[src/rtl/sat_job_sequencer_pkg.sv]
// Shared types for the SAT job sequencer: clause word layout and controller states.
package sat_job_sequencer_pkg;

  localparam int NUMBER_LITERAL = 5;

  typedef struct packed {
    logic [NUMBER_LITERAL-1:0] pos;
    logic [NUMBER_LITERAL-1:0] neg;
  } clause_t;

  typedef enum logic [2:0] {
    IDLE,
    SRST,
    POS,
    NEG,
    PAD,
    WAIT,
    DONE
  } seq_state_t;

endpackage

[src/rtl/sat_job_sequencer_clause_buffer.sv]
// Clause register file for the job sequencer: append-only write port with a
// live-entry count and a combinational indexed read port.
module sat_job_sequencer_clause_buffer
  import sat_job_sequencer_pkg::*;
#(
  parameter int MAX_CLAUSES = 16,
  localparam int CW = $clog2(MAX_CLAUSES + 1),
  localparam int AW = (MAX_CLAUSES > 1) ? $clog2(MAX_CLAUSES) : 1
) (
  input  logic          clock,
  input  logic          reset,
  input  logic          clr,
  input  logic          wr_en,
  input  clause_t       wr_data,
  input  logic [AW-1:0] rd_idx,
  output clause_t       rd_data,
  output logic [CW-1:0] count
);

  clause_t       mem [MAX_CLAUSES];
  logic [CW-1:0] count_q;

  always_ff @(posedge clock or negedge reset) begin
    if (!reset) begin
      count_q <= '0;
    end else if (clr) begin
      count_q <= '0;
    end else if (wr_en) begin
      count_q <= count_q + 1'b1;
    end
  end

  // NOTE: the array has no reset; the count alone decides which entries are
  // live, so stale contents are never read.
  always_ff @(posedge clock) begin
    if (wr_en && !clr) begin
      mem[count_q[AW-1:0]] <= wr_data;
    end
  end

  assign rd_data = mem[rd_idx];
  assign count   = count_q;

endmodule

[src/rtl/sat_job_sequencer.sv]
// Front-end job controller for the SAT solver core: buffers clauses, streams them
// as pos/neg word pairs plus zero padding, then waits for the verdict with a timeout.
// Build option: define TAUT_FILTER_EN to silently discard clauses with (pos & neg) != 0.
module sat_job_sequencer
  import sat_job_sequencer_pkg::*;
#(
  parameter int MAX_CLAUSES    = 16,
  parameter int PAD_PAIRS      = 1,
  parameter int TIMEOUT_CYCLES = 4096,
  localparam int CW = $clog2(MAX_CLAUSES + 1),
  localparam int AW = (MAX_CLAUSES > 1) ? $clog2(MAX_CLAUSES) : 1
) (
  input  logic                      clock,
  input  logic                      reset,
  input  logic                      cl_valid,
  output logic                      cl_ready,
  input  logic [NUMBER_LITERAL-1:0] cl_pos,
  input  logic [NUMBER_LITERAL-1:0] cl_neg,
  input  logic                      start,
  input  logic                      clear,
  output logic                      busy,
  output logic                      done,
  output logic                      result_sat,
  output logic [NUMBER_LITERAL-1:0] result_model,
  output logic                      timeout,
  output logic [CW-1:0]             clause_count,
  output logic                      drop_err,
  output logic                      solver_reset,
  output logic                      solver_load,
  output logic [NUMBER_LITERAL-1:0] solver_i,
  input  logic                      solver_ended,
  input  logic                      solver_sat,
  input  logic [NUMBER_LITERAL-1:0] solver_model
);

  localparam logic [CW-1:0] MAX_CNT    = CW'(MAX_CLAUSES);
  localparam int            PW         = $clog2(2 * PAD_PAIRS + 1);
  localparam logic [PW-1:0] PAD_LAST   = PW'(2 * PAD_PAIRS - 1);
  localparam int            TW         = (TIMEOUT_CYCLES > 1) ? $clog2(TIMEOUT_CYCLES) : 1;
  localparam logic [TW-1:0] TIMER_LAST = TW'(TIMEOUT_CYCLES - 1);

  seq_state_t                state, state_n;
  logic [AW-1:0]             idx, idx_n;
  logic [PW-1:0]             pad_cnt, pad_cnt_n;
  logic [TW-1:0]             timer, timer_n;
  logic                      busy_n, done_n, sat_n, timeout_n, drop_n, srst_n, load_n;
  logic [NUMBER_LITERAL-1:0] model_n, word_n;
  clause_t                   in_clause, rd_clause;
  logic                      accept, empty_clause, keep, last_clause;

  assign in_clause    = '{pos: cl_pos, neg: cl_neg};
  assign cl_ready     = (state == IDLE) && (clause_count < MAX_CNT);
  assign accept       = cl_valid && cl_ready;
  assign empty_clause = (cl_pos == '0) && (cl_neg == '0);
  assign last_clause  = (CW'(idx) + 1'b1) == clause_count;

`ifdef TAUT_FILTER_EN
  assign keep = accept && !empty_clause && ((cl_pos & cl_neg) == '0);
`else
  assign keep = accept && !empty_clause;
`endif

  sat_job_sequencer_clause_buffer #(
    .MAX_CLAUSES(MAX_CLAUSES)
  ) u_buffer (
    .clock  (clock),
    .reset  (reset),
    .clr    (clear),
    .wr_en  (keep),
    .wr_data(in_clause),
    .rd_idx (idx_n),
    .rd_data(rd_clause),
    .count  (clause_count)
  );

  // NOTE: every *_n signal is given its held value before the case, so no
  // path through this block can infer a latch.
  always_comb begin
    state_n   = state;
    idx_n     = idx;
    pad_cnt_n = pad_cnt;
    timer_n   = timer;
    busy_n    = busy;
    done_n    = done;
    sat_n     = result_sat;
    model_n   = result_model;
    timeout_n = timeout;
    drop_n    = drop_err;
    srst_n    = solver_reset;

    if (clear) begin
      state_n   = IDLE;
      busy_n    = 1'b0;
      done_n    = 1'b0;
      sat_n     = 1'b0;
      model_n   = '0;
      timeout_n = 1'b0;
      drop_n    = 1'b0;
      srst_n    = 1'b1;
    end else begin
      if (accept && empty_clause) drop_n = 1'b1;
      case (state)
        IDLE, DONE: begin
          if (start) begin
            timeout_n = 1'b0;
            if (clause_count == '0) begin
              state_n = DONE;
              done_n  = 1'b1;
              sat_n   = 1'b1;
              model_n = '0;
            end else begin
              state_n = SRST;
              done_n  = 1'b0;
              busy_n  = 1'b1;
              srst_n  = 1'b1;
              idx_n   = '0;
            end
          end
        end
        SRST: begin
          state_n = POS;
          srst_n  = 1'b0;
        end
        POS: state_n = NEG;
        NEG: begin
          if (last_clause) begin
            state_n   = PAD;
            pad_cnt_n = '0;
          end else begin
            state_n = POS;
            idx_n   = idx + 1'b1;
          end
        end
        PAD: begin
          if (pad_cnt == PAD_LAST) begin
            state_n = WAIT;
            timer_n = '0;
          end else begin
            pad_cnt_n = pad_cnt + 1'b1;
          end
        end
        WAIT: begin
          if (solver_ended) begin
            state_n = DONE;
            busy_n  = 1'b0;
            done_n  = 1'b1;
            sat_n   = solver_sat;
            model_n = solver_model;
          end else if (timer == TIMER_LAST) begin
            state_n   = DONE;
            busy_n    = 1'b0;
            done_n    = 1'b1;
            sat_n     = 1'b0;
            timeout_n = 1'b1;
          end else begin
            timer_n = timer + 1'b1;
          end
        end
        default: state_n = IDLE;
      endcase
    end
  end

  // Solver-facing outputs are registered from the next state, so the word
  // appears in the same cycle the FSM enters POS/NEG/PAD.
  always_comb begin
    word_n = '0;
    if (state_n == POS) begin
      word_n = rd_clause.pos;
    end else if (state_n == NEG) begin
      word_n = rd_clause.neg;
    end
  end

  assign load_n = (state_n == POS) || (state_n == NEG) || (state_n == PAD);

  always_ff @(posedge clock or negedge reset) begin
    if (!reset) begin
      state        <= IDLE;
      idx          <= '0;
      pad_cnt      <= '0;
      timer        <= '0;
      busy         <= 1'b0;
      done         <= 1'b0;
      result_sat   <= 1'b0;
      result_model <= '0;
      timeout      <= 1'b0;
      drop_err     <= 1'b0;
      solver_reset <= 1'b1;
      solver_load  <= 1'b0;
      solver_i     <= '0;
    end else begin
      state        <= state_n;
      idx          <= idx_n;
      pad_cnt      <= pad_cnt_n;
      timer        <= timer_n;
      busy         <= busy_n;
      done         <= done_n;
      result_sat   <= sat_n;
      result_model <= model_n;
      timeout      <= timeout_n;
      drop_err     <= drop_n;
      solver_reset <= srst_n;
      solver_load  <= load_n;
      solver_i     <= word_n;
    end
  end

endmodule

[config.mk]
export PLATFORM = sky130hd
export DESIGN_NAME = sat_job_sequencer
export DESIGN_NICKNAME = d
export VERILOG_FILES = /design/src/rtl/sat_job_sequencer_pkg.sv /design/src/rtl/sat_job_sequencer_clause_buffer.sv /design/src/rtl/sat_job_sequencer.sv
export SDC_FILE = /design/constraint.sdc
export NUM_CORES = 1
export LEC_CHECK = 0
export ABC_AREA = 1
export CORE_MARGIN = 2
export CORE_UTILIZATION = 32
export DETAILED_ROUTE_END_ITERATION = 10
export MAX_ROUTING_LAYER = met4
export PLACE_DENSITY = 0.52
export SETUP_SLACK_MARGIN = 0.2
export SYNTH_ARGS = -nofsm -noshare
export SYNTH_HDL_FRONTEND = slang
export SYNTH_SLANG_ARGS = --single-unit
export TNS_END_PERCENT = 1
[constraint.sdc]
create_clock -name clock -period 5.1 [get_ports clock]
set_clock_uncertainty 0.15 [all_clocks]
set_input_delay 1.02 -clock clock [delete_from_list [all_inputs] [get_ports clock]]
set_output_delay 1.02 -clock clock [all_outputs]
set_load 0.01 [all_outputs]
After elaboration in Yosys (flattened, before gate mapping)
Memories as Yosys holds them, arrays and structs flattened. Index checks and enable logic that the tools add are counted.

Register bits after elaboration: 43. Memories: 1. Input bits: 22. RAM bits: 160.

Eq/ne operators: 24. Multiplexer cells: 56. Order comparisons: 1. $add $sub $neg: 5. Reductions and logical operators: 29. Bitwise operators: 1.

Memories: u_buffer.mem (words 16, width 10, read ports 1, clocked after Yosys merged registers in 0, wr ports 1, RTL line sat_job_sequencer_clause_buffer.sv:20) `clause_t mem [MAX_CLAUSES];`.

Operator list (count): $mux 5 (8); $mux 12 (3); $pmux 12 s2 (1); $mux 1 (22); $mux 3 (7); $reduce_and 4->1 (5); $ne 3x3->1 const B (6); $pmux 3 s6 (1); $mux 4 (4); $logic_not 5->1 (3); $add 12x1->12 const B (1); $eq 12x12->1 const B (1); $eq 3x2->1 const B (4); $eq 3x3->1 const B (4); $ne 2x2->1 const B (5); $pmux 1 s2 (5); $pmux 5 s2 (1); $pmux 4 s2 (1); $reduce_bool 2->1 (4); $logic_and 1x1->1 (6); $reduce_and 3->1 (2); $reduce_bool 3->1 (2); $add 4x1->5 const B (1); $add 5x1->5 const B (1); 15 further kinds (18).

Depth between registers and ports, before layout
Depth in word-level cells: 8. Depth in mapped cells: 21. Mapped depth without buffers: 20.

Hierarchy
From an unflattened synthesis, not the netlist that was laid out.

Cell total of the unflattened synthesis: 1002. Area, all modules: 9479.1 µm².

By module, submodules not included: sat_job_sequencer_clause_buffer (area an instance 7249.5 µm², sequential area each 4929.7 µm², cells each 699, instances 1); sat_job_sequencer (area an instance 2229.6 µm², sequential area each 952.2 µm², cells each 303, instances 1).

Worst setup path before layout
Ideal clock, no wire load.

Path kind: input-to-reg. From: input cl_pos[3]. To: memory u_buffer.mem[7][0] (netlist bit), enable pin. Data arrival time: 2.329 ns. Stages: 10. Path slack: 2.338 ns. Required time: 4.667 ns. Path buffers: 0. Path through: or4_1 > nor3_1 > and2_1 > inv_1 > nand2_1 > inv_1 > nand2_1 > inv_1 > nand2_1 > nor2_1.

Cells in the longest elaborated chain, start to end: 7.

RTL lines: start, declared (RTL line sat_job_sequencer.sv:17) `input logic [NUMBER_LITERAL-1:0] cl_pos,`; $logic_not 5->1 (RTL line sat_job_sequencer.sv:54) `assign empty_clause = (cl_pos == '0) && (cl_neg == '0);`; $logic_and 1x1->1 (RTL line sat_job_sequencer.sv:54); $logic_not 1->1 (RTL line sat_job_sequencer.sv:60) `assign keep = accept && !empty_clause;`; $logic_and 1x1->1 (RTL line sat_job_sequencer.sv:60); $logic_and 1x1->1 (RTL line sat_job_sequencer_clause_buffer.sv:36) `if (wr_en && !clr) begin`; $mux 1 (RTL line sat_job_sequencer_clause_buffer.sv:36); $mux 1 (implied by the code) (RTL line sat_job_sequencer_clause_buffer.sv:37) `mem[count_q[AW-1:0]] <= wr_data;`; end, declared (RTL line sat_job_sequencer_clause_buffer.sv:20).

Every way passes these cells.

Final worst setup path
From: input cl_neg[2]. To: memory u_buffer.mem[2][3] (netlist bit), enable pin.

Cells in the longest elaborated chain, start to end: 7.

RTL lines: start, declared (RTL line sat_job_sequencer.sv:18) `input logic [NUMBER_LITERAL-1:0] cl_neg,`; $logic_not 5->1 (RTL line sat_job_sequencer.sv:54); $logic_and 1x1->1 (RTL line sat_job_sequencer.sv:54); $logic_not 1->1 (RTL line sat_job_sequencer.sv:60); $logic_and 1x1->1 (RTL line sat_job_sequencer.sv:60); $logic_and 1x1->1 (RTL line sat_job_sequencer_clause_buffer.sv:36); $mux 1 (RTL line sat_job_sequencer_clause_buffer.sv:36); $mux 1 (implied by the code) (RTL line sat_job_sequencer_clause_buffer.sv:37).

Every way passes these cells.

==> flow_metrics.env <==
export IMPL_row_count=61
export IMPL_cts_sinks=203
export IMPL_tns_ns=0
export IMPL_die_h_um=173
export IMPL_cp_required_ns=5.09
export IMPL_drt_first_pass_iters=5
export IMPL_finalWirelength_mm=24.5
export IMPL_min_from="pad_cnt[1]"
export IMPL_fin_crit_sh=0.706
export IMPL_cp_start_kind="input port"
export IMPL_critical_path_class="in -> reg"
export IMPL_finalWeightedCongestion=0.815
export IMPL_ys_flop_type="edfxtp_1"
export IMPL_slew_violations=0
export IMPL_fp_dieW_um=173
export IMPL_worstSetupStartpoint="cl_neg[2]"
export IMPL_ys_seq_elements=203
export IMPL_antenna_found_initial=0
export IMPL_syn_area_um2=9160
export IMPL_viasPerCell=4.86
export IMPL_grt_pass1_vias=6182
export IMPL_cts_resized=0
export IMPL_area_delta_synth_final_pct=17.1
export IMPL_ys_seq_area_frac=0.642
export IMPL_setup_violations=0
export IMPL_synth_cells=886
export IMPL_clk_pin_slew_ns=0.06
export IMPL_final_area_um2=10700
export IMPL_slew_headroom=0.343
export IMPL_p_per_area_nw_per_um2=462
export IMPL_drc=0
export IMPL_grt_max_degree=60
export IMPL_wl_per_cell_um=18.5
export IMPL_initial_core_util=0.327
export IMPL_fmax_ghz=0.278
export IMPL_numCtsBuffers=23
export IMPL_overflow=0
export IMPL_endpoint_kind="flip-flop"
export IMPL_io_buffer_count=44
export IMPL_pin_count=45
export IMPL_grt_pass1_wl_mm=37.5
export IMPL_diodes=0
export IMPL_leakage_nw=4.14
export IMPL_coreArea_um2=28000
export IMPL_drive_gt1_frac=0.0865
export IMPL_final_core_util=0.383
export IMPL_synth_edf_count=160
export IMPL_gr_usage_all_layers=0.166
export IMPL_fp_dieArea_um2=30000
export IMPL_yosysWarnings=0
export IMPL_arrival_ns=3.59
export IMPL_finalPower_mw=4.95
export IMPL_drtIter0Drc=541
export IMPL_ff_latch_area_um2=5880
export IMPL_r2r_start="u_buffer.count[0]"
export IMPL_status="finished clean"
export IMPL_ant_nets=0
export IMPL_tightest_slew_ns=0.982
export IMPL_dpl_hpwl_mm=15.7
export IMPL_cp_max_fo=10
export IMPL_clock_path_buffers=3
export IMPL_tritoncts="done"
export IMPL_hp_class="reg -> reg"
export IMPL_rsz0062_at_grt="no"
export IMPL_root_buffer="clkbuf_16"
export IMPL_htreeDepth=1
export IMPL_synthDistinctLibCells=45
export IMPL_post_cts_buffers=0
export IMPL_ir_worst_vdd_uv=273
export IMPL_layout_min_cycle_time_ns=3.60
export IMPL_filler_cell_count=2784
export IMPL_final_hold_viol_count=0
export IMPL_syn_area_per_cell_um2=10.3
export IMPL_nets=964
export IMPL_insertion_delay_ns=0.53
export IMPL_synth_async_sr_flop_share=0.212
export IMPL_synthesis_nets=915
export IMPL_post_dp_cell_area_um2=10000
export IMPL_vias=6441
export IMPL_max_cap_violations=0
export IMPL_multi_input_comb_area_um2=2780
export IMPL_hold_buffers=0
[layout make-up]
type                       instances  area share
sequential                       203       0.549
multi-input combinational        566       0.259
clock buffer                      26      0.0547
timing repair buffer              62      0.0532
tap                              378      0.0441
inverter                          79      0.0277
clock inverter                    12      0.0125
[per-stage QoR]
step | instances | hold slack (ns) | setup WS [ns]
CTS | 1326 | 0.339 | 1.47
finish | 1326 | 0.334 | 1.50
floorplan | 886 | 0.302 | 2.34
global route | 1326 | 0.361 | 1.34
detailed placement | 1288 | 0.324 | 0.925
global placement | 1288 | 0.318 | 0.943
[report_power, final]
part	leakage [nW]	internal (mW)	total [mW]	switching, mW
combinational	1.79	0.435	1.36	0.924
sequential	2.02	1.90	1.98	0.0865
clock	0.334	0.930	1.61	0.678
[routing by layer]
metal	routed length [µm]	global-route usage
met2	11000	0.249
met1	11600	0.236
met5	0	-
met3	1310	0.0268
met4	512	0.0388
[cells in the mapped netlist, drive strengths merged, types with 2 or more instances]
cell,number,share of area
a211oi,3,0.0025
a21oi,15,0.0086
and3,2,0.0014
buf,33,0.020
clkbuf,5,0.0020
clkinv,2,0.00082
dfrtp,42,0.11
edfxtp,160,0.52
ha,7,0.0096
inv,77,0.032
nand2,228,0.095
nand3,178,0.099
nand3b,28,0.023
nand4,7,0.0048
nor2,50,0.025
nor3,10,0.0060
nor3b,2,0.0016
nor4,2,0.0014
o21ai,19,0.010
o31ai,3,0.0025
xor2,3,0.0029
[worst max-delay path, stage by stage]
cell and delay (ns):
clkdlybuf4s50_1 0.60, nor4_1 0.13, and2_1 0.26, inv_1 0.08, nand2_1 0.08, nor2_1 0.35
nand2_1 0.27, nor2_1 0.79
[final timing paths]
check	slack (ns)	cells after the start	to
setup / recovery	1.50	8	u_buffer.mem[2][3]
hold / removal	0.33	2	pad_cnt[1]
setup reg to reg	1.75	12	solver_i[0]
hold reg to reg	0.33	2	pad_cnt[1]
max in group asynchronous	3.68	1	timer[11]
min in group asynchronous	0.51	1	result_sat
[state kept, by name (all words and copies together), names as in the netlist, 2 cells and up]
signal / cells
result_model: 5
idx: 4
pad_cnt: 2
u_buffer.mem: 160
u_buffer.count: 5
state: 3
timer: 12
solver_i: 5
[cell families (layout without fill, tap and decap cells)]
| group | after synthesis | after routing | share of synthesized area |
|---|---|---|---|
| flops | 203 | 203 | 0.642 |
| simple gates | 510 | 510 | 0.260 |
| compound gates | 45 | 45 | 0.0292 |
| xor+xnor | 4 | 4 | 0.00383 |
| buf+inv | 117 | 179 | 0.0545 |
| fa+ha+maj | 7 | 7 | 0.00957 |
[cells in the final DEF (no fill, tap or decap), types with 2 or more instances in the layout]
master | netlist | routed
nor2_1 | 43 | 43
a211oi_1 | 3 | 3
nor3_1 | 9 | 9
o31ai_1 | 3 | 3
clkbuf_1 | 5 | 3
a21oi_2 | 1 | 2
nand3b_1 | 27 | 27
inv_1 | 67 | 67
nand2_2 | 4 | 4
buf_4 | 6 | 18
clkbuf_16 | 0 | 23
clkinvlp_4 | 0 | 5
inv_2 | 10 | 10
nand2_1 | 223 | 223
clkinv_1 | 2 | 5
a21oi_1 | 14 | 13
ha_1 | 7 | 7
clkdlybuf4s50_1 | 0 | 43
nand3_1 | 176 | 176
edfxtp_1 | 160 | 160
nor2_4 | 5 | 5
xor2_1 | 3 | 3
nor4_1 | 2 | 2
dfrtp_1 | 42 | 42
nor2_2 | 2 | 2
nor3b_1 | 2 | 2
and3_1 | 2 | 2
nand4_1 | 7 | 7
bufinv_16 | 0 | 2
o21ai_0 | 18 | 18
(Power assumes the default switching activity.)
